--- src/rtl/uart_pkg.sv ---
`default_nettype none
// ============================================================================
// Module   : uart_pkg
// Brief    : Shared UART state encodings, oversampling constants and parity.
// Revision : 1.0 - initial release
// ============================================================================
package uart_pkg;

    localparam int OVERSAMPLE     = 16;
    localparam int MID_SAMPLE     = 7;
    localparam int MAX_DATA_WIDTH = 9;

    typedef enum logic [2:0] {
        TX_IDLE   = 3'd0,
        TX_START  = 3'd1,
        TX_DATA   = 3'd2,
        TX_PARITY = 3'd3,
        TX_STOP   = 3'd4
    } tx_state_t;

    typedef enum logic [2:0] {
        RX_IDLE   = 3'd0,
        RX_START  = 3'd1,
        RX_DATA   = 3'd2,
        RX_PARITY = 3'd3,
        RX_STOP   = 3'd4,
        RX_BREAK  = 3'd5
    } rx_state_t;

    // Zero-extended upper bits do not change the XOR.
    function automatic logic calc_parity(input logic [MAX_DATA_WIDTH-1:0] data,
                                         input logic                      odd);
        return (^data) ^ odd;
    endfunction

endpackage
`default_nettype wire

--- src/rtl/uart_if.sv ---
`default_nettype none
// ============================================================================
// Module   : uart_if
// Brief    : Host-side byte streams of the UART (TX push, RX pop + status).
// Revision : 1.0 - initial release
// ============================================================================
interface uart_if #(
    parameter int DATA_WIDTH = 8
);
    logic                  tx_valid;
    logic [DATA_WIDTH-1:0] tx_data;
    logic                  tx_ready;
    logic                  rx_valid;
    logic [DATA_WIDTH-1:0] rx_data;
    logic                  rx_ready;
    logic                  rx_framing_error;
    logic                  rx_parity_error;
    logic                  rx_overrun;

    modport master (
        output tx_valid, tx_data, rx_ready,
        input  tx_ready, rx_valid, rx_data, rx_framing_error, rx_parity_error, rx_overrun
    );

    modport slave (
        input  tx_valid, tx_data, rx_ready,
        output tx_ready, rx_valid, rx_data, rx_framing_error, rx_parity_error, rx_overrun
    );
endinterface
`default_nettype wire

--- src/rtl/uart_sync_fifo.sv ---
`default_nettype none
// ============================================================================
// Module   : uart_sync_fifo
// Brief    : Single-clock FIFO, first-word fall-through, wrap-bit pointers.
// Revision : 1.0 - initial release
// ============================================================================
module uart_sync_fifo #(
    parameter int DATA_WIDTH = 8,
    parameter int FIFO_DEPTH = 16
) (
    input  logic                  clk,
    input  logic                  rst,
    input  logic                  i_wr_en,
    input  logic [DATA_WIDTH-1:0] i_wr_data,
    input  logic                  i_rd_en,
    output logic [DATA_WIDTH-1:0] o_rd_data,
    output logic                  o_full,
    output logic                  o_empty
);
    localparam int c_addr_w = $clog2(FIFO_DEPTH);

    logic [DATA_WIDTH-1:0] r_mem [FIFO_DEPTH];
    logic [c_addr_w:0]     r_wr_ptr;
    logic [c_addr_w:0]     r_rd_ptr;
    logic                  w_push;
    logic                  w_pop;

    assign o_full    = (r_wr_ptr[c_addr_w] != r_rd_ptr[c_addr_w]) &&
                       (r_wr_ptr[c_addr_w-1:0] == r_rd_ptr[c_addr_w-1:0]);
    assign o_empty   = (r_wr_ptr == r_rd_ptr);
    assign w_push    = i_wr_en && !o_full;
    assign w_pop     = i_rd_en && !o_empty;
    assign o_rd_data = r_mem[r_rd_ptr[c_addr_w-1:0]];

    always_ff @(posedge clk) begin
        if (rst) begin
            r_wr_ptr <= '0;
            r_rd_ptr <= '0;
        end else begin
            if (w_push) r_wr_ptr <= r_wr_ptr + (c_addr_w+1)'(1);
            if (w_pop)  r_rd_ptr <= r_rd_ptr + (c_addr_w+1)'(1);
        end
    end

    always_ff @(posedge clk) begin
        if (w_push) r_mem[r_wr_ptr[c_addr_w-1:0]] <= i_wr_data;
    end
endmodule
`default_nettype wire

--- src/rtl/uart_core.sv ---
`default_nettype none
// ============================================================================
// Module   : uart_core
// Brief    : Single-clock 16x-oversampled UART with TX FIFO and runtime format.
//            Optional UART_LOOPBACK_EN adds an internal tx->rx loopback port.
// Revision : 1.0 - initial release
// ============================================================================
module uart_core #(
    parameter int DATA_WIDTH = 8,
    parameter int FIFO_DEPTH = 16,
    parameter int DIV_WIDTH  = 16
) (
    input  logic                 clk,
    input  logic                 rst,
`ifdef UART_LOOPBACK_EN
    input  logic                 loopback,
`endif
    input  logic [DIV_WIDTH-1:0] baud_div,
    input  logic                 parity_en,
    input  logic                 parity_odd,
    input  logic                 two_stop,
    output logic                 tx_busy,
    output logic                 tx,
    input  logic                 rx,
    uart_if.slave                bus
);
    import uart_pkg::*;

    localparam logic [4:0] c_bit_last   = 5'(OVERSAMPLE - 1);
    localparam logic [4:0] c_stop2_last = 5'(2*OVERSAMPLE - 1);
    localparam logic [3:0] c_os_last    = 4'(OVERSAMPLE - 1);
    localparam logic [3:0] c_mid        = 4'(MID_SAMPLE);
    localparam logic [3:0] c_last_bit   = 4'(DATA_WIDTH - 1);

    // Divisor is latched at wrap so a shrinking value can never strand the counter.
    logic [DIV_WIDTH-1:0] r_div_cnt;
    logic [DIV_WIDTH-1:0] r_div_lat;
    logic                 w_tick;

    assign w_tick = (r_div_cnt == r_div_lat);

    always_ff @(posedge clk) begin
        if (rst) begin
            r_div_cnt <= '0;
            r_div_lat <= baud_div;
        end else if (w_tick) begin
            r_div_cnt <= '0;
            r_div_lat <= baud_div;
        end else begin
            r_div_cnt <= r_div_cnt + DIV_WIDTH'(1);
        end
    end

    logic                  w_fifo_full;
    logic                  w_fifo_empty;
    logic                  w_pop;
    logic [DATA_WIDTH-1:0] w_fifo_data;
    tx_state_t             r_tx_state;

    uart_sync_fifo #(
        .DATA_WIDTH (DATA_WIDTH),
        .FIFO_DEPTH (FIFO_DEPTH)
    ) u_tx_fifo (
        .clk       (clk),
        .rst       (rst),
        .i_wr_en   (bus.tx_valid),
        .i_wr_data (bus.tx_data),
        .i_rd_en   (w_pop),
        .o_rd_data (w_fifo_data),
        .o_full    (w_fifo_full),
        .o_empty   (w_fifo_empty)
    );

    assign bus.tx_ready = !w_fifo_full;
    assign w_pop        = (r_tx_state == TX_IDLE) && !w_fifo_empty;
    assign tx_busy      = (r_tx_state != TX_IDLE) || !w_fifo_empty;

    logic [4:0]            r_tx_cnt;
    logic [3:0]            r_tx_bit;
    logic [DATA_WIDTH-1:0] r_tx_shift;
    logic                  r_tx_par_en;
    logic                  r_tx_two_stop;
    logic                  r_tx_par_bit;
    logic                  r_tx;
    logic                  w_tx_bit_end;

    assign w_tx_bit_end = w_tick && (r_tx_cnt ==
                          ((r_tx_state == TX_STOP && r_tx_two_stop) ? c_stop2_last : c_bit_last));

    always_ff @(posedge clk) begin
        if (rst) begin
            r_tx_state    <= TX_IDLE;
            r_tx_cnt      <= '0;
            r_tx_bit      <= '0;
            r_tx_shift    <= '0;
            r_tx_par_en   <= 1'b0;
            r_tx_two_stop <= 1'b0;
            r_tx_par_bit  <= 1'b0;
            r_tx          <= 1'b1;
        end else begin
            if (r_tx_state != TX_IDLE && w_tick)
                r_tx_cnt <= w_tx_bit_end ? 5'd0 : r_tx_cnt + 5'd1;
            case (r_tx_state)
                TX_IDLE: if (!w_fifo_empty) begin
                    r_tx_shift    <= w_fifo_data;
                    r_tx_par_en   <= parity_en;
                    r_tx_two_stop <= two_stop;
                    r_tx_par_bit  <= calc_parity(MAX_DATA_WIDTH'(w_fifo_data), parity_odd);
                    r_tx_cnt      <= '0;
                    r_tx          <= 1'b0;
                    r_tx_state    <= TX_START;
                end
                TX_START: if (w_tx_bit_end) begin
                    r_tx       <= r_tx_shift[0];
                    r_tx_bit   <= '0;
                    r_tx_state <= TX_DATA;
                end
                TX_DATA: if (w_tx_bit_end) begin
                    if (r_tx_bit == c_last_bit) begin
                        r_tx       <= r_tx_par_en ? r_tx_par_bit : 1'b1;
                        r_tx_state <= r_tx_par_en ? TX_PARITY : TX_STOP;
                    end else begin
                        r_tx_shift <= r_tx_shift >> 1;
                        r_tx       <= r_tx_shift[1];
                        r_tx_bit   <= r_tx_bit + 4'd1;
                    end
                end
                TX_PARITY: if (w_tx_bit_end) begin
                    r_tx       <= 1'b1;
                    r_tx_state <= TX_STOP;
                end
                TX_STOP: if (w_tx_bit_end) r_tx_state <= TX_IDLE;
                default: begin
                    r_tx       <= 1'b1;
                    r_tx_state <= TX_IDLE;
                end
            endcase
        end
    end

    logic w_rx_src;
`ifdef UART_LOOPBACK_EN
    assign tx       = loopback ? 1'b1 : r_tx;
    assign w_rx_src = loopback ? r_tx : rx;
`else
    assign tx       = r_tx;
    assign w_rx_src = rx;
`endif

    logic [1:0]            r_rx_sync;
    logic                  w_rxs;
    rx_state_t             r_rx_state;
    logic [3:0]            r_rx_cnt;
    logic [3:0]            r_rx_bit;
    logic [DATA_WIDTH-1:0] r_rx_shift;
    logic                  r_rx_par_en;
    logic                  r_rx_par_odd;
    logic                  r_rx_par_bit;
    logic                  w_rx_sample;

    assign w_rxs       = r_rx_sync[1];
    assign w_rx_sample = w_tick && (r_rx_cnt == c_os_last);

    always_ff @(posedge clk) begin
        if (rst) r_rx_sync <= 2'b11;
        else     r_rx_sync <= {r_rx_sync[0], w_rx_src};
    end

    // After the mid-start alignment the 4-bit count wraps 15->0 on each sample.
    always_ff @(posedge clk) begin
        if (rst) begin
            r_rx_state           <= RX_IDLE;
            r_rx_cnt             <= '0;
            r_rx_bit             <= '0;
            r_rx_shift           <= '0;
            r_rx_par_en          <= 1'b0;
            r_rx_par_odd         <= 1'b0;
            r_rx_par_bit         <= 1'b0;
            bus.rx_valid         <= 1'b0;
            bus.rx_data          <= '0;
            bus.rx_framing_error <= 1'b0;
            bus.rx_parity_error  <= 1'b0;
            bus.rx_overrun       <= 1'b0;
        end else begin
            bus.rx_overrun <= 1'b0;
            if (bus.rx_valid && bus.rx_ready) bus.rx_valid <= 1'b0;
            case (r_rx_state)
                RX_IDLE: if (w_tick && !w_rxs) begin
                    r_rx_cnt     <= '0;
                    r_rx_par_en  <= parity_en;
                    r_rx_par_odd <= parity_odd;
                    r_rx_state   <= RX_START;
                end
                RX_START: if (w_tick) begin
                    if (r_rx_cnt == c_mid) begin
                        r_rx_cnt   <= '0;
                        r_rx_bit   <= '0;
                        r_rx_state <= w_rxs ? RX_IDLE : RX_DATA;
                    end else begin
                        r_rx_cnt <= r_rx_cnt + 4'd1;
                    end
                end
                RX_DATA: if (w_tick) begin
                    r_rx_cnt <= r_rx_cnt + 4'd1;
                    if (w_rx_sample) begin
                        r_rx_shift <= {w_rxs, r_rx_shift[DATA_WIDTH-1:1]};
                        if (r_rx_bit == c_last_bit)
                            r_rx_state <= r_rx_par_en ? RX_PARITY : RX_STOP;
                        else
                            r_rx_bit <= r_rx_bit + 4'd1;
                    end
                end
                RX_PARITY: if (w_tick) begin
                    r_rx_cnt <= r_rx_cnt + 4'd1;
                    if (w_rx_sample) begin
                        r_rx_par_bit <= w_rxs;
                        r_rx_state   <= RX_STOP;
                    end
                end
                RX_STOP: if (w_tick) begin
                    r_rx_cnt <= r_rx_cnt + 4'd1;
                    if (w_rx_sample) begin
                        if (!bus.rx_valid || bus.rx_ready) begin
                            bus.rx_valid         <= 1'b1;
                            bus.rx_data          <= r_rx_shift;
                            bus.rx_framing_error <= !w_rxs;
                            bus.rx_parity_error  <= r_rx_par_en && (r_rx_par_bit !=
                                calc_parity(MAX_DATA_WIDTH'(r_rx_shift), r_rx_par_odd));
                        end else begin
                            bus.rx_overrun <= 1'b1;
                        end
                        r_rx_state <= w_rxs ? RX_IDLE : RX_BREAK;
                    end
                end
                RX_BREAK: if (w_rxs) r_rx_state <= RX_IDLE;
                default: r_rx_state <= RX_IDLE;
            endcase
        end
    end
endmodule
`default_nettype wire

--- src/flat_wrapper.sv ---
// flat-port wrapper written by rule: the top's interface ports become plain ports
module uart_core_flat import uart_pkg::*;
#(
    parameter int DATA_WIDTH = 8,
    parameter int FIFO_DEPTH = 16,
    parameter int DIV_WIDTH  = 16
)
  (clk, rst, baud_div, parity_en, parity_odd, two_stop, tx_busy, tx, rx, bus_tx_valid, bus_tx_data, bus_rx_ready, bus_tx_ready, bus_rx_valid, bus_rx_data, bus_rx_framing_error, bus_rx_parity_error, bus_rx_overrun);
  uart_if #(.DATA_WIDTH(DATA_WIDTH)) bus_i ();
  input  logic clk;
  input  logic rst;
  input  logic [DIV_WIDTH-1:0] baud_div;
  input  logic parity_en;
  input  logic parity_odd;
  input  logic two_stop;
  output logic tx_busy;
  output logic tx;
  input  logic rx;
  input wire logic [$bits(bus_i.tx_valid)-1:0] bus_tx_valid;
  input wire logic [$bits(bus_i.tx_data)-1:0] bus_tx_data;
  input wire logic [$bits(bus_i.rx_ready)-1:0] bus_rx_ready;
  output wire logic [$bits(bus_i.tx_ready)-1:0] bus_tx_ready;
  output wire logic [$bits(bus_i.rx_valid)-1:0] bus_rx_valid;
  output wire logic [$bits(bus_i.rx_data)-1:0] bus_rx_data;
  output wire logic [$bits(bus_i.rx_framing_error)-1:0] bus_rx_framing_error;
  output wire logic [$bits(bus_i.rx_parity_error)-1:0] bus_rx_parity_error;
  output wire logic [$bits(bus_i.rx_overrun)-1:0] bus_rx_overrun;
  assign bus_i.tx_valid = bus_tx_valid;
  assign bus_i.tx_data = bus_tx_data;
  assign bus_i.rx_ready = bus_rx_ready;
  assign bus_tx_ready = bus_i.tx_ready;
  assign bus_rx_valid = bus_i.rx_valid;
  assign bus_rx_data = bus_i.rx_data;
  assign bus_rx_framing_error = bus_i.rx_framing_error;
  assign bus_rx_parity_error = bus_i.rx_parity_error;
  assign bus_rx_overrun = bus_i.rx_overrun;
  uart_core #(.DATA_WIDTH(DATA_WIDTH), .FIFO_DEPTH(FIFO_DEPTH), .DIV_WIDTH(DIV_WIDTH)) u_core (.clk(clk), .rst(rst), .baud_div(baud_div), .parity_en(parity_en), .parity_odd(parity_odd), .two_stop(two_stop), .tx_busy(tx_busy), .tx(tx), .rx(rx), .bus(bus_i));
endmodule
--- config.mk ---
export PLATFORM = sky130hd
export DESIGN_NAME = uart_core_flat
export DESIGN_NICKNAME = d
export VERILOG_FILES = /design/src/rtl/uart_pkg.sv /design/src/rtl/uart_if.sv /design/src/rtl/uart_sync_fifo.sv /design/src/rtl/uart_core.sv /design/src/flat_wrapper.sv
export SDC_FILE = /design/constraint.sdc
export NUM_CORES = 1
export LEC_CHECK = 0
export BUFFER_PORTS_ARGS = -buffer_cell sky130_fd_sc_hd__buf_2
export CAP_MARGIN = 20
export CELL_PAD_IN_SITES_DETAIL_PLACEMENT = 0
export CELL_PAD_IN_SITES_GLOBAL_PLACEMENT = 1
export CORE_MARGIN = 3
export CORE_UTILIZATION = 51
export DETAILED_ROUTE_END_ITERATION = 8
export HOLD_SLACK_MARGIN = 0.1
export PLACE_DENSITY_LB_ADDON = 0.1
export SLEW_MARGIN = 30
export SYNTH_ARGS = -nofsm -noshare
export SYNTH_HDL_FRONTEND = slang
export SYNTH_SLANG_ARGS = --single-unit
--- constraint.sdc ---
create_clock -name clk -period 3.64 [get_ports clk]
set_input_delay 0.182 -clock clk [delete_from_list [all_inputs] [get_ports clk]]
set_output_delay 0.182 -clock clk [all_outputs]
set_load 0.05 [all_outputs]
Word level (Yosys, flattened, before mapping)
Memory sizes are Yosys's and may differ from the RTL's. A register that Yosys moved wholly into a read port is not among the register bits.
Cells that the tools add are included.
- bits of input ports: 32
- register bits: 102
- RAM bits: 128
- word-level logic and storage cells: 187
- output and inout bits: 15
- memories: 1
- $add $sub $neg: 7
- eq/ne operators: 39
- reductions and logical operators: 42
- multiplexer cells: 66
- bitwise gates (word level): 7
- memory list (memory ; depth ; width ; read ports ; clocked after memory_dff ; wr ports ; RTL line ; RTL):
    u_core.u_tx_fifo.r_mem ; 16 ; 8 ; 1 ; 1 ; 1 ; uart_sync_fifo.sv:22 ; logic [DATA_WIDTH-1:0] r_mem [FIFO_DEPTH];
- operator list (kind ; number):
    $mux 3 ; 20
    $mux 4 ; 14
    $ne 2x1->1 const B ; 17
    $mux 16 ; 2
    $mux 5 ; 5
    $mux 8 ; 3
    $pmux 3 s6 ; 1
    $reduce_xor 9->1 ; 2
    $add 16x1->16 const B ; 1
    $eq 16x16->1 ; 1
    $pmux 4 s2 ; 2
    $pmux 8 s2 ; 1
    $reduce_and 4->1 ; 4
    $add 5x1->5 const B ; 3
    $pmux 3 s5 ; 1
    $mux 1 ; 14
    $add 4x1->4 const B ; 3
    $eq 3x2->1 const B ; 4
    $eq 4x3->1 const B ; 3
    $pmux 4 s3 ; 1
    $reduce_and 6->1 ; 2
    $logic_and 1x1->1 ; 11
    $reduce_and 11->1 ; 1
    $eq 5x5->1 ; 2
    21 further kinds ; 43

Logic depth before layout (Yosys ltp)
Gate-level depths: netlist of the first run.
- depth after elaboration: 9
- gate-level depth with buffers: 10

By module
From an unflattened synthesis of the first run, not the netlist that was laid out.
- cells, all modules: 748
- area, all modules: 10233.6 sq um
- by module, submodules not included (module ; cells each ; area an instance (sq um) ; sequential area each (sq um) ; times used):
    uart_sync_fifo ; 279 ; 5838.1 ; 4124.0 ; 1
    uart_core ; 469 ; 4395.5 ; 2001.9 ; 1

Worst setup path after synthesis of the first run
Ideal clock, no wire load.
- path type: reg-to-reg
- from: reg u_core.r_div_cnt[11]
- to: reg u_core.r_div_lat[0] (enable)
- required time: 3.253 ns
- library setup time: 0.387 ns
- cell stages (with the launch flop): 9
- path slack: 0.758 ns
- arrival: 2.496 ns
- cells stage by stage: dfxtp_1 clkbuf_1 xnor2_1 nand4_1 nor4_2 clkbuf_1 or2_2 clkbuf_1 clkbuf_1
- longest elaborated chain between the ends: 2
- RTL lines (what ; RTL line ; RTL):
    start, declared ; uart_core.sv:36 ; logic [DIV_WIDTH-1:0] r_div_cnt;
    start signal, assigned ; uart_core.sv:50 ; r_div_cnt <= r_div_cnt + DIV_WIDTH'(1);
    $eq 16x16->1 ; uart_core.sv:40 ; assign w_tick = (r_div_cnt == r_div_lat);
    $reduce_bool 2->1 (no line) ; n/a ;
    end signal, assigned ; uart_core.sv:45 ; r_div_lat <= baud_div;
    end signal, assigned ; uart_core.sv:48 ; r_div_lat <= baud_div;
    end, declared ; uart_core.sv:37 ; logic [DIV_WIDTH-1:0] r_div_lat;
Every way passes these cells.
A chain may end at the register's enable or synchronous reset.

==> results of run 1 <==
-- sequential cells by signal, indices dropped and copies added (netlist names), 5 cells and up, named ones only --
register,count
u_core.r_tx_cnt,5
u_core.r_rx_shift,8
u_core.r_div_cnt,16
u_core.u_tx_fifo.r_rd_ptr,5
u_core.r_tx_shift,8
u_core.u_tx_fifo.r_mem,128
u_core.bus.rx_data,8
u_core.u_tx_fifo.r_wr_ptr,5
u_core.r_div_lat,16
-- power by group --
group / total (mW) / internal (mW) / leakage [nW] / switching (mW)
sequential: 3.04 / 2.94 / 2.04 / 0.106
clock: 2.44 / 1.44 / 0.385 / 1.00
combinational: 1.39 / 0.663 / 1.62 / 0.723
-- final cells by class --
class	count	area, sq um	area share
Sequential cell	234	6130	0.537
Clock buffer	34	669	0.0587
Inverter	9	33.8	0.00296
Tap cell	234	293	0.0257
Timing Repair Buffer	94	683	0.0599
Clock inverter	12	123	0.0107
Multi-Input combinational cell	475	3480	0.305
-- layer usage --
layer / GRT usage / routed length [um]
met1: 0.253 / 8550
met4: 0.0486 / 445
met3: 0.0284 / 757
met5: 0 / 0
met2: 0.332 / 9850
-- through the flow --
step                power [mW]   util  hold WS [ns]  cell area, sq um  std cells
finish                    6.87  0.608         0.196             11400       1092
global route              7.21  0.608         0.238             11400       1092
CTS                       6.94  0.608         0.193             11400       1092
detailed placement        4.46  0.549         0.361             10300       1014
global placement          4.43  0.549         0.360             10300       1014
floorplan                 4.13      -         0.281              9790        751
-- how the worst max path moves through the flow --
| stage | startpoint | slack (ns) | to | cells past startpoint |
|---|---|---|---|---|
| detailed placement | register | 0.82 | u_core.r_tx_par_bit | 8 |
| finish | register | 0.84 | u_core.r_tx_par_bit | 8 |
| global placement | register | 0.89 | u_core.r_tx_par_bit | 8 |
| floorplan | u_core.r_div_cnt[11] | 0.76 | u_core.r_div_lat[0] | 8 |
| CTS | register | 0.81 | u_core.r_tx_par_bit | 8 |
| global route | register | 0.68 | u_core.r_tx_par_bit | 8 |
-- what timing repair did --
item	CTS	global route
hold endpoints to repair	164	0
hold buffers	32	0
setup buffers	0	0
-- worst reg2reg max path: cells and delay by family, from the launching register on --
kind                   cells  cell delay, ns
flip-flops                 1            0.43
AO/OA/AOI/OAI              2            0.37
AND/OR/NAND/NOR            1            0.15
buffers and inverters      1            0.27
XOR/XNOR                   2            0.74
multiplexers               2            0.72
-- cells in the mapped netlist (2+ instances only) --
| cell type | number |
|---|---|
| edfxtp_1 | 144 |
| nor2_1 | 91 |
| dfxtp_1 | 90 |
| nand2_1 | 64 |
| a21oi_1 | 39 |
| xnor2_1 | 36 |
| mux4_2 | 31 |
| mux2i_1 | 29 |
| clkbuf_1 | 26 |
| nand3_1 | 24 |
| o21ai_0 | 20 |
| xor2_1 | 19 |
| nand4_1 | 15 |
| nor3_1 | 11 |
| ha_1 | 10 |
| or3_1 | 10 |
| inv_1 | 9 |
| nand2b_1 | 9 |
| and2_1 | 7 |
| nor2b_1 | 7 |
| and3_1 | 6 |
| a22oi_1 | 5 |
| mux4_1 | 5 |
| or4_1 | 5 |
| nand3b_1 | 4 |
| or2_2 | 4 |
| buf_2 | 3 |
| o211ai_1 | 3 |
| a21o_1 | 2 |
| buf_1 | 2 |
-- logic make-up (layout without fill, tap and decap cells) --
logic type,count (synthesis),count (layout)
compound gates,80,80
fa+ha+maj,10,10
mux,65,65
simple gates,263,263
buf+inv,42,149
xor+xnor,57,57
flops,234,234
==> impl_metrics.ini, run 1 <==
[die]
core_area_sq_um = 18800
die_area_sq_um = 20900
rows = 50
die_y_um = 145
die_x_um = 145
start_util = 0.522
num_io_pins = 47

[clocking]
clk_latency_ns = 0.53
cts_root_buf = clkbuf_16
cts.repair.resized = 0
path_clk_slew_ns = 0.06
cts_tree = done
cts.sinks = 234
numCtsBuffers = 25
clock_path_buffers = 3
cts_max_level = 1

[critical_path]
slowest_stage = mux4_1
required_ns = 4.06
critPathMaxStageDelay_ns = 0.58
crit_arrival_ns = 3.23
cp-end-kind = register
path_class = reg2reg
cp_num_buf_inv = 1
crit_family = XOR/XNOR gates
rrSetupSlack_ns = 0.84
start_kind = register
path_cells = buf_12 > mux4_1 > a22oi_1 > nand3_1 > xor2_1 > xnor3_1 > mux2i_1 > a31o_1
path_max_fanout = 28
r2r_end = u_core.r_tx_par_bit
worstRegToRegCells = 8

[pwr]
p_per_area_nw_per_um2 = 602
peakVddDrop_uv = 482
p_leak_nw = 4.05

[timing]
finalCriticalPeriod_ns = 2.80
drv_slew = 0
setup_viol = 0
rsz0062_at_grt = no
max_slew.worst_pin.slew_ns = 0.853
relSlewSlack = 0.429
timing.final.crit_share = 0.771
skew_ns = 0.0187
fmax_mhz = 357
timing.final.ws_setup_ns = 0.835
finalSetupTns_ns = 0
hold_violations = 0

[final_layout]
layout_commonest_cell = edfxtp_1
nFillCells = 1487
drive_gt1_frac = 0.162
syn_to_final_growth_pct = 16.6
most-common-layout-cells = edfxtp_1 (144), nor2_1 (90), dfxtp_1 (89)
num_antenna_cells = 0
fin_nets = 881

[detailed_routing]
first_iter_violations = 249
wl_um = 19600
dr.pass1.iters = 4
num_vias = 6068
ant_nets = 0
drc_errors = 0
avgRoutedWirePerCell_um = 17.9
via_per_inst = 5.56

[logic_synthesis]
synth-compound-area-share = 0.0481
yosysSeqAreaShare = 0.626
synth.top_cell.area_share = 0.442
synth_top_family_by_area = simple AND/OR/NAND/NOR gates
netlist-cell-type-count = 51
ys_warn_count = 0
syn_avg_cell_area_sq_um = 13.0
postSynth.asyncResetShare = 0
syn_inst = 751
synth_seq_cells = 234
yosys.area_share.simple = 0.127
synthMuxAreaShare = 0.114
synth-xor-area-share = 0.0532
synth-adder-area-share = 0.0128
syn_nets = 793
synth_top_cell_by_area = edfxtp_1
syn-cell-area_sq_um = 9790
synth_area_leaders = edfxtp_1 (44%), dfxtp_1 (18%), mux4_2 (7.1%), nor2_1 (3.5%), xnor2_1 (3.2%)
synth_edf_count = 144
ys.flop_type = edfxtp_1

[global_route]
grt-ovfl-total = 0
grt_usage = 0.191
grt_pass1_vias = 6076
antenna_found_initial = 0
grt_max_degree = 50
grt_first_pass_wirelength_um = 31300

[run_status]
status = finished, final reports clean

[placement]
dpl.hpwl_um = 12800
place_ws_ns = 0.818
gp_congestion = 0.763
io_buffers = 46

[flow_run]
maxCapViolations = 0

[hold_path]
hold_path.startpoint = bus_tx_valid
hold_class = in2reg
hold-path-cell-count = 4
whs_endpoint = u_core.u_tx_fifo.r_wr_ptr[0]
Note: power is estimated with default switching activity, not from simulation.
==> run 2: changes to the inputs <==
==> constraint.sdc (replaced) <==
create_clock -name clk -period 2.79 [get_ports clk]
set_input_delay 0.1395 -clock clk [delete_from_list [all_inputs] [get_ports clk]]
set_output_delay 0.1395 -clock clk [all_outputs]
set_load 0.05 [all_outputs]
==> run 2 against run 1 <==
Global-route usage is 0.49 points higher. Sequential share of layout area is 0.65 points lower. Routed wire length is 4.0% higher. Critical path depth stayed put. Fmax is 9.1% higher. Highest routed layer unchanged.
==> impl_metrics.ini, run 2 (same netlist as run 1, synthesis figures left out) <==
[run_status]
status = finished, final reports clean

[clocking]
cts_tree = done
clk_latency_ns = 0.52
post_cts_buffers = 0
path_clk_slew_ns = 0.06
numCtsBuffers = 25
cts_root_buf = clkbuf_16
clock_path_buffers = 3
cts.sinks = 234
cts_max_level = 1

[detailed_routing]
via_per_inst = 5.61
wl_met1_um = 8920
dr_wl_met2_um = 10200
wl_um = 20400
highest_layer = met4
dr.pass1.iters = 4
num_vias = 6189
avgRoutedWirePerCell_um = 18.5
drc_errors = 0
route.met3.wl_um = 798
first_iter_violations = 425
ant_nets = 0

[final_layout]
largest_register_ffs = 128
final_cell_area_sq_um = 11500
fin_nets = 893
num_antenna_cells = 0
layout_commonest_cell = edfxtp_1
drive_gt1_frac = 0.178
most-common-layout-cells = edfxtp_1 (144), nor2_1 (91), dfxtp_1 (89)
syn_to_final_growth_pct = 18.0

[critical_path]
cp-end-kind = register
start_kind = register
path_class = reg2reg
crit_arrival_ns = 3.03
required_ns = 3.25
path_max_fanout = 18

[pwr]
clockPowerShare = 0.363
netSwitchingFraction = 0.262
p_comb_frac = 0.202
p_per_area_nw_per_um2 = 791
peakVddDrop_uv = 429
internal-power_mw = 6.74
switching_power_mw = 2.40
p_leak_nw = 4.14
p_seq_frac = 0.434

[global_route]
grt_first_pass_wirelength_um = 31700
grt-ovfl-total = 0
antenna_found_initial = 0
grt_max_degree = 38
grt_usage = 0.196
grt_pass1_vias = 5953

[placement]
place_ws_ns = 0.226
io_buffers = 46
gp_congestion = 0.805
dpl.hpwl_um = 13400
postPlaceCellArea_sq_um = 10400

[timing]
timing.final.ws_setup_ns = 0.219
relSlewSlack = 0.479
hold_violations = 0
finalCriticalPeriod_ns = 2.57
skew_ns = 0.0129
timing.final.crit_share = 0.921
setup_viol = 0
finalSetupTns_ns = 0
fmax_mhz = 389
max_slew.worst_pin.slew_ns = 0.778
drv_slew = 0
rsz0062_at_grt = no

[die]
core_area_sq_um = 18800
die_x_um = 145
die_area_sq_um = 20900
die_y_um = 145
num_io_pins = 47
start_util = 0.522
rows = 50

[hold_path]
hold_class = in2reg

[flow_run]
maxCapViolations = 0
-- run 2: repair_timing --
item	4_1_cts	5_1_grt
hold buffers	29	0
hold endpoints to repair	151	0
resized for setup	0	0
-- run 2: final timing paths --
| check | startpoint | to | slack [ns] | cells past startpoint |
|---|---|---|---|---|
| setup / recovery | register | u_core.r_tx_par_bit | 0.22 | 8 |
| hold / removal | rst | u_core.u_tx_fifo.r_rd_ptr[0] | 0.15 | 3 |
| setup reg to reg | register | u_core.r_tx_par_bit | 0.22 | 8 |
| hold reg to reg | u_core.r_rx_sync[0] | u_core.r_rx_sync[1] | 0.43 | 1 |
-- run 2: routing by layer --
layer / GRT usage / up-vias
met4: 0.0540 / 0
met3: 0.0281 / 29
li1: - / 2962
met1: 0.263 / 3053
met5: 0 / -
met2: 0.336 / 145
-- run 2: layout make-up --
class,instances,area (sq um)
clock buffer,34,699
clock inverter,12,134
fill,1427,7220
inverter,9,33.8
multi-input combinational,475,3480
sequential,234,6130
tap,234,293
timing repair buffer,106,778
-- run 2: metrics by stage --
stage | hold slack (ns) | total power [mW] | util | instances
after global placement | 0.317 | 5.84 | 0.555 | 1029
final | 0.148 | 9.13 | 0.615 | 1104
after global routing | 0.158 | 9.54 | 0.615 | 1104
after floorplan | 0.238 | 5.39 | - | 751
after CTS | 0.132 | 9.23 | 0.615 | 1104
after detailed placement | 0.318 | 5.87 | 0.555 | 1029
-- run 2: power groups by stage --
| stage | Combinational (mW) | Clock, mW | Sequential, mW |
|---|---|---|---|
| 4_1_cts | 1.87 | 3.40 | 3.97 |
| 6_report | 1.85 | 3.32 | 3.97 |
| 3_3_place_gp | 1.81 | 0 | 4.03 |
| 2_1_floorplan | 1.39 | 0 | 3.99 |
| 3_5_place_dp | 1.83 | 0 | 4.04 |
| 5_1_grt | 2.02 | 3.53 | 3.99 |
-- run 2: worst max-delay path, cell delays in order (launching register included) --
cell     delay, ns
dfxtp_2       0.37
buf_12        0.20
mux4_1        0.57
mux4_2        0.53
xnor2_2       0.16
xnor2_1       0.13
or3_1         0.31
mux2i_1       0.13
a31o_1        0.11
==> run 3: changes to the inputs <==
--- a/config.mk
+++ b/config.mk
@@ -10,10 +10,11 @@
 export CELL_PAD_IN_SITES_DETAIL_PLACEMENT = 0
 export CELL_PAD_IN_SITES_GLOBAL_PLACEMENT = 1
 export CORE_MARGIN = 3
-export CORE_UTILIZATION = 51
+export CORE_UTILIZATION = 53
+export CTS_BUF_LIST = sky130_fd_sc_hd__clkbuf_4
 export DETAILED_ROUTE_END_ITERATION = 8
 export HOLD_SLACK_MARGIN = 0.1
-export PLACE_DENSITY_LB_ADDON = 0.1
+export PLACE_DENSITY = 0.91
 export SLEW_MARGIN = 30
 export SYNTH_ARGS = -nofsm -noshare
 export SYNTH_HDL_FRONTEND = slang
==> run 3 against run 2 <==
Setup slack got worse by 0.14 ns. Cell count rose by 5.3%. Cell area down 0.74%. Critical endpoint unchanged.
==> impl_metrics.ini, run 3 (same netlist as run 1, synthesis figures left out) <==
[run_status]
status = finished, final reports clean

[detailed_routing]
avgRoutedWirePerCell_um = 17.3
drc_errors = 0
via_per_inst = 5.60
ant_nets = 0
wl_um = 20200
num_vias = 6507
first_iter_violations = 403
dr.pass1.iters = 5

[final_layout]
syn_to_final_growth_pct = 17.1
final_cell_area_sq_um = 11500
most-common-layout-cells = edfxtp_1 (144), nor2_1 (91), dfxtp_1 (89)
drive_gt1_frac = 0.218
fin_nets = 927
postLayoutCoreUtil = 0.636
largest_register_ffs = 128
layout_commonest_cell = edfxtp_1

[clocking]
cts_root_buf = clkbuf_4
cts.sinks = 234
clock_path_buffers = 3
clk_latency_ns = 0.68
cts_max_level = 2
cts_tree = done
post_cts_buffers = 0
numCtsBuffers = 58
path_clk_slew_ns = 0.07

[hold_path]
hold_class = in2reg
hold-path-cell-count = 2
whs_endpoint = u_core.r_div_lat[5]
hold_path.startpoint = baud_div[5]

[timing]
timing.final.crit_share = 0.971
drv_slew = 0
max_slew.worst_pin.slew_ns = 0.723
finalCriticalPeriod_ns = 2.71
finalSetupTns_ns = 0
setup_viol = 0
hold_violations = 0
relSlewSlack = 0.516
skew_ns = 0.0290
fmax_mhz = 369

[global_route]
grt_usage = 0.203
grt-ovfl-total = 0
grt_first_pass_wirelength_um = 32700
grt_pass1_vias = 6769
grt_max_degree = 58
antenna_found_initial = 1

[pwr]
p_leak_nw = 4.17
p_per_area_nw_per_um2 = 740
peakVddDrop_uv = 461

[die]
rows = 49
die_x_um = 142
die_area_sq_um = 20100
num_io_pins = 47
core_area_sq_um = 18000
die_y_um = 142
start_util = 0.543

[critical_path]
cp-end-kind = register
slowest_stage = mux4_1
crit_arrival_ns = 3.25
critPathMaxStageDelay_ns = 0.58
r2r_end = u_core.r_tx_par_bit
rrSetupSlack_ns = 0.08
path_cells = buf_8 > mux4_1 > a22oi_1 > nand3_1 > xor2_1 > xnor3_1 > mux2i_1 > a31o_1
required_ns = 3.33
worstRegToRegCells = 8
path_max_fanout = 12
path_class = reg2reg
start_kind = register

[placement]
gp_congestion = 0.814
dpl.hpwl_um = 13200
postPlaceCellArea_sq_um = 10400
io_buffers = 46

[flow_run]
maxCapViolations = 0
run 3: through the flow:
step	cells	worst slack, ns	power [mW]	hold WS, ns
2_1_floorplan	751	-0.0286	5.39	0.238
3_3_place_gp	1022	0.268	5.73	0.316
3_5_place_dp	1022	0.146	5.80	0.318
4_1_cts	1160	0.0789	8.53	0.103
5_1_grt	1162	-0.0520	8.93	0.128
6_report	1162	0.0806	8.48	0.178
run 3: area by class of cell:
type	count	area, sq um
Antenna cell	1	2.50
Sequential cell	234	6130
Tap cell	229	287
Fill cell	1344	6560
Timing Repair Buffer	107	816
Multi-Input combinational cell	475	3480
Clock inverter	27	114
Clock buffer	80	601
Inverter	9	33.8
run 3: power by group:
part           leakage (nW)  switching [mW]  internal (mW)  total [mW]
logic                  1.70           0.951          0.893        1.84
registers              2.04           0.144           3.83        3.97
clock network         0.421            1.33           1.34        2.67
run 3: worst max path at each step:
stage | endpoint | slack, ns | start | cells past startpoint
CTS | u_core.r_tx_par_bit | 0.08 | register | 8
finish | u_core.r_tx_par_bit | 0.08 | register | 8
global route | u_core.r_tx_par_bit | -0.05 | register | 8
detailed placement | u_core.r_tx_par_bit | 0.15 | register | 8
floorplan | u_core.u_tx_fifo.r_mem[0][0] | -0.03 | u_core.u_tx_fifo.r_wr_ptr[2] | 8
global placement | u_core.r_tx_par_bit | 0.27 | register | 8
run 3: what timing repair did:
item,4_1_cts,5_1_grt
hold endpoints to repair,172,0
resized for setup,0,2
hold buffers,31,0
setup endpoints to repair,0,1
run 3: critical path: cells and delay by family, from the launching register on:
kind / cells / cell delay (ns)
xor gates and xnor gates: 2 / 0.64
buffers and inverters: 1 / 0.21
and+or+nand+nor: 1 / 0.18
DFF: 1 / 0.42
muxes: 2 / 0.72
AOI/OAI and AO/OA: 2 / 0.42
run 3: layer usage:
metal / wire, um / vias to the layer above / GRT usage
li1: - / 3076 / -
met1: 8370 / 3184 / 0.248
met2: 10200 / 201 / 0.350
met3: 1030 / 46 / 0.0465
met4: 509 / 0 / 0.0828
met5: 0 / - / 0
